**config.mk**
```make
export PLATFORM = sky130hd
export DESIGN_NAME = button_conditioner
export DESIGN_NICKNAME = d
export VERILOG_FILES = /design/src/rtl/button_conditioner.sv
export SDC_FILE = /design/constraint.sdc
export NUM_CORES = 1
export LEC_CHECK = 0
export ABC_AREA = 1
export CORE_MARGIN = 1
export CORE_UTILIZATION = 68
export CTS_CLUSTER_SIZE = 16
export DETAILED_ROUTE_END_ITERATION = 10
export PLACE_DENSITY = 0.84
export SYNTH_ARGS = -nofsm -noshare
export SYNTH_HDL_FRONTEND = slang
export SYNTH_SLANG_ARGS = --single-unit
```
**constraint.sdc**
```tcl
create_clock -name clk_clk -period 4.3 [get_ports clk_clk]
set_input_delay 0.43 -clock clk_clk [delete_from_list [all_inputs] [get_ports clk_clk]]
set_output_delay 0.43 -clock clk_clk [all_outputs]
set_load 0.01 [all_outputs]
```
**src/rtl/button_conditioner.sv**
```systemverilog
// Per-channel push-button conditioner: 2-flop synchronizer, debounce, press/release
// pulses, hold/auto-repeat state machine and sticky press-event flags.
module button_conditioner #(
  parameter int unsigned N_BTN           = 4,
  parameter bit          ACTIVE_LOW      = 1'b1,
  parameter int unsigned DEBOUNCE_CYCLES = 1000000,
  parameter int unsigned REPEAT_DELAY    = 25000000,
  parameter int unsigned REPEAT_PERIOD   = 5000000
) (
  input  logic             clk_clk,
  input  logic             reset_reset,
  input  logic [N_BTN-1:0] btn_raw,
  output logic [N_BTN-1:0] btn_level,
  output logic [N_BTN-1:0] btn_press,
  output logic [N_BTN-1:0] btn_release,
  output logic [N_BTN-1:0] btn_repeat,
  output logic [N_BTN-1:0] evt_pending,
  input  logic [N_BTN-1:0] evt_clear
);

  localparam logic [N_BTN-1:0] IDLE_RAW = ACTIVE_LOW ? '1 : '0;
  localparam int unsigned DBW      = (DEBOUNCE_CYCLES > 1) ? $clog2(DEBOUNCE_CYCLES) : 1;
  localparam int unsigned HOLD_MAX = (REPEAT_DELAY > REPEAT_PERIOD) ? REPEAT_DELAY : REPEAT_PERIOD;
  localparam int unsigned HW       = (HOLD_MAX > 1) ? $clog2(HOLD_MAX) : 1;
  localparam logic [DBW-1:0] DB_TERM     = DBW'((DEBOUNCE_CYCLES > 0) ? DEBOUNCE_CYCLES - 1 : 0);
  localparam logic [HW-1:0]  DELAY_TERM  = HW'((REPEAT_DELAY > 0) ? REPEAT_DELAY - 1 : 0);
  localparam logic [HW-1:0]  PERIOD_TERM = HW'((REPEAT_PERIOD > 0) ? REPEAT_PERIOD - 1 : 0);

  typedef enum logic [1:0] {
    ST_RELEASED,
    ST_HELD_DELAY,
    ST_HELD_REPEAT
  } hold_state_e;

  logic [N_BTN-1:0] sync1_q, sync2_q, sample;
  logic [N_BTN-1:0] level_q, level_d;
  logic [N_BTN-1:0] press_q, press_d;
  logic [N_BTN-1:0] release_q, release_d;
  logic [N_BTN-1:0] repeat_q, repeat_d;
  logic [N_BTN-1:0] pend_q, pend_d;
  logic [DBW-1:0]   db_cnt_q   [N_BTN];
  logic [DBW-1:0]   db_cnt_d   [N_BTN];
  logic [HW-1:0]    hold_cnt_q [N_BTN];
  logic [HW-1:0]    hold_cnt_d [N_BTN];
  hold_state_e      state_q    [N_BTN];
  hold_state_e      state_d    [N_BTN];

  assign sample = ACTIVE_LOW ? ~sync2_q : sync2_q;

  always_comb begin
    level_d   = level_q;
    press_d   = '0;
    release_d = '0;
    repeat_d  = '0;
    db_cnt_d   = db_cnt_q;
    hold_cnt_d = hold_cnt_q;
    state_d    = state_q;
    // Flag set is taken from the visible press pulse so a clear in that same cycle loses.
    pend_d = press_q | (pend_q & ~evt_clear);
    for (int unsigned i = 0; i < N_BTN; i++) begin
      if (sample[i] != level_q[i]) begin
        if (db_cnt_q[i] == DB_TERM) begin
          level_d[i]   = sample[i];
          press_d[i]   = sample[i];
          release_d[i] = ~sample[i];
          db_cnt_d[i]  = '0;
        end else begin
          db_cnt_d[i] = db_cnt_q[i] + 1'b1;
        end
      end else begin
        db_cnt_d[i] = '0;
      end

      if (release_d[i]) begin
        state_d[i]    = ST_RELEASED;
        hold_cnt_d[i] = '0;
      end else begin
        case (state_q[i])
          ST_RELEASED: begin
            if (press_d[i]) begin
              state_d[i]    = ST_HELD_DELAY;
              hold_cnt_d[i] = '0;
            end
          end
          ST_HELD_DELAY: begin
            if (REPEAT_DELAY != 0) begin
              if (hold_cnt_q[i] == DELAY_TERM) begin
                state_d[i]    = ST_HELD_REPEAT;
                hold_cnt_d[i] = '0;
                repeat_d[i]   = 1'b1;
              end else begin
                hold_cnt_d[i] = hold_cnt_q[i] + 1'b1;
              end
            end
          end
          ST_HELD_REPEAT: begin
            if (hold_cnt_q[i] == PERIOD_TERM) begin
              hold_cnt_d[i] = '0;
              repeat_d[i]   = 1'b1;
            end else begin
              hold_cnt_d[i] = hold_cnt_q[i] + 1'b1;
            end
          end
          default: begin
            state_d[i]    = ST_RELEASED;
            hold_cnt_d[i] = '0;
          end
        endcase
      end
    end
  end

  always_ff @(posedge clk_clk) begin
    if (reset_reset) begin
      sync1_q   <= IDLE_RAW;
      sync2_q   <= IDLE_RAW;
      level_q   <= '0;
      press_q   <= '0;
      release_q <= '0;
      repeat_q  <= '0;
      pend_q    <= '0;
      for (int unsigned i = 0; i < N_BTN; i++) begin
        db_cnt_q[i]   <= '0;
        hold_cnt_q[i] <= '0;
        state_q[i]    <= ST_RELEASED;
      end
    end else begin
      sync1_q    <= btn_raw;
      sync2_q    <= sync1_q;
      level_q    <= level_d;
      press_q    <= press_d;
      release_q  <= release_d;
      repeat_q   <= repeat_d;
      pend_q     <= pend_d;
      db_cnt_q   <= db_cnt_d;
      hold_cnt_q <= hold_cnt_d;
      state_q    <= state_d;
    end
  end

  assign btn_level   = level_q;
  assign btn_press   = press_q;
  assign btn_release = release_q;
  assign btn_repeat  = repeat_q;
  assign evt_pending = pend_q;

endmodule

```
==> results.json <==
{
  "drt_iter0_markers": 987,
  "die_area_mm2": 0.0184,
  "ir_drop_mv": 0.366,
  "gp_congestion": 0.960,
  "register_area_mm2": 0.00432,
  "startpoint_type": "register",
  "grt_setup_unrepaired": "false",
  "port-buffer-count": 29,
  "skew_ps": 10.3,
  "largestRegisters": "hold_cnt_q (100), db_cnt_q (80), state_q (8)",
  "pre_cts_slack_ps": 1770,
  "hold_violations": 0,
  "yosys.area.top_type_share": 0.356,
  "syn_area_mm2": 0.0121,
  "die_x_um": 136,
  "ys_seq_area_frac": 0.356,
  "power_density_mw_per_mm2": 307,
  "drc": 0,
  "setup-tns-final_ps": 0,
  "seqPwrFrac": 0.494,
  "routed-via-count": 11834,
  "switching_share": 0.212,
  "maxCapViolCount": 0,
  "synth.distinct_cells": 44,
  "h-tree-depth": 1,
  "nFillCells": 1414,
  "fmax_mhz": 452,
  "clock_latency_ps": 510,
  "p_int_w": 0.00320,
  "yosys_warnings": 0,
  "cts_made_buffers": 24,
  "outcome": "completed",
  "avgSynthCellArea_um2": 6.50,
  "grt_pass1_vias": 10376,
  "start_util": 0.699,
  "fin_crit_sh": 0.514,
  "p_sw_w": 0.000862,
  "dp_hpwl_mm": 19.6,
  "leakage_nw": 4.73,
  "clock_path_buffers": 3,
  "end_kind": "register",
  "synth_area_leaders": "dfxtp_1, nand2_1, nor2_1, nand3_1, inv_1",
  "clockRootBuffer": "clkbuf_16",
  "n_antenna_cell": 0,
  "synth_largest_area_cell": "dfxtp_1",
  "synth_seq_cells": 216,
  "nets": 1924,
  "critical_path.max_fanout": 13,
  "synth_cells": 1868,
  "wl_per_cell_um": 12.9,
  "largest_reg_flops": 100,
  "synth-edff-count": 0,
  "tritoncts": "yes",
  "postCtsResizedCells": 0,
  "grt_usage": 0.302,
  "grt_first_pass_wirelength_mm": 46.4,
  "ys.flop_type": "dfxtp_1",
  "die_h_um": 136,
  "multi_input_area_mm2": 0.00680,
  "layout-drive-gt1-share": 0.0745,
  "async_flop_share": 0,
  "cp.required_ps": 4690,
  "maxSlewViolCount": 0,
  "clkSlewWorstSetupHoldPaths_ps": 60,
  "drt-pass1-iter-count": 5,
  "min_period_ps": 2210,
  "antenna_found_initial": 1,
  "setup_viol": 0,
  "grt_max_degree": 42,
  "setup_slack_ps": 2090,
  "synth.net_count": 1902,
  "comb_power_share": 0.013,
  "cp.arrival_ps": 2600,
  "areaGrowthSynthToFinish_pct": 9.09,
  "clockPowerShare": 0.493,
  "vias_per_cell": 5.55,
  "clock_sinks": 216,
  "rows": 48,
  "path_class": "reg2reg",
  "relSlewSlack": 0.504,
  "cts_setup_buffers": 0,
  "wl_mm": 27.6,
  "ios": 30,
  "holdBufCountCts": 0,
  "regMostFlops": "hold_cnt_q",
  "core_area_mm2": 0.0174,
  "ant_nets": 0,
  "hold_path.class": "reg2reg",
  "grt_remaining_overflow": 0,
  "tightest_slew_ps": 741
}
-- kinds of logic after synthesis --
kind of cell,Yosys count,share of synthesized area
DFF,216,0.356
AOI/OAI and AO/OA,126,0.0572
buffers and inverters,234,0.0832
adders and majority gates,24,0.0247
and+or+nand+nor,1222,0.445
xor gates and xnor gates,46,0.0332
-- synthesized netlist by cell type (all sizes together), types with 8 or more instances --
cell type	n
nor2	393
ha	24
xnor2	14
o21ai	29
inv	197
nor3	47
nand3	162
nand4	41
nand2	525
xor2	32
nor3b	13
or2	21
clkbuf	8
dfxtp	216
a21oi	74
buf	27
nor4	11
o21bai	9
-- placed cells by master, fill, tap and decap left out, drive strengths merged, types with 3 or more instances in the layout --
master / instances
nand2: 525
nor2: 393
dfxtp: 216
inv: 198
nand3: 162
a21oi: 74
nor3: 47
nand4: 41
clkbuf: 35
xor2: 32
clkdlybuf4s50: 29
o21ai: 29
ha: 24
or2: 21
xnor2: 14
nor3b: 13
nor4: 11
o21bai: 9
clkinv: 7
o21a: 4
nand3b: 4
a31oi: 3
a31o: 3
-- critical path, cell delays in order (launching register included) --
cell,delay (ps)
dfxtp_1,350
ha_1,190
nand2_1,80
nor2_2,180
nand2_2,100
nor2_4,110
nand4_1,130
nand2_1,360
inv_1,230
nand2_2,270
nor2_1,70
-- power by group through the flow --
stage,sequential (W),combinational (W),clock [W]
2_1_floorplan,0.00205,0.0000369,0
3_3_place_gp,0.00205,0.0000506,0
3_5_place_dp,0.00205,0.0000515,0
4_1_cts,0.00201,0.0000516,0.00201
5_1_grt,0.00201,0.0000565,0.00209
6_report,0.00201,0.0000515,0.00200
-- routing by layer --
metal,track usage,up-vias,routed length [um]
li1,-,6000,-
met5,0,-,8
met1,0.404,5386,12500
met2,0.505,377,12800
met3,0.0382,69,1570
met4,0.0949,2,751
-- layout make-up --
type	count	share of cell area
clock buffers	35	0.0554
clock inverters	7	0.00331
multi-input cells	1418	0.514
flip-flops and latches	216	0.327
repair buffers	31	0.0231
well taps	225	0.0213
inverters	199	0.0566
-- worst paths after layout --
| kind | slack, ps | endpoint | cells after the start | from |
|---|---|---|---|---|
| hold reg to reg | 420 | sync2_q[2] | 1 | sync1_q[2] |
| setup reg to reg | 2090 | hold_cnt_q[35] | 10 | db_cnt_q[20] |
| hold / removal | 420 | sync2_q[2] | 1 | sync1_q[2] |
| setup / recovery | 2090 | hold_cnt_q[35] | 10 | db_cnt_q[20] |
-- metrics by stage --
step	hold WS [ps]	cells	total power (W)	utilization	area [um2]
2_1_floorplan	389	1868	0.00209	-	12100
3_3_place_gp	397	2089	0.00210	0.718	12500
3_5_place_dp	393	2089	0.00210	0.718	12500
4_1_cts	427	2131	0.00407	0.763	13200
5_1_grt	440	2131	0.00416	0.763	13200
6_report	421	2131	0.00406	0.763	13200
Note: power is estimated with default switching activity, not from simulation.
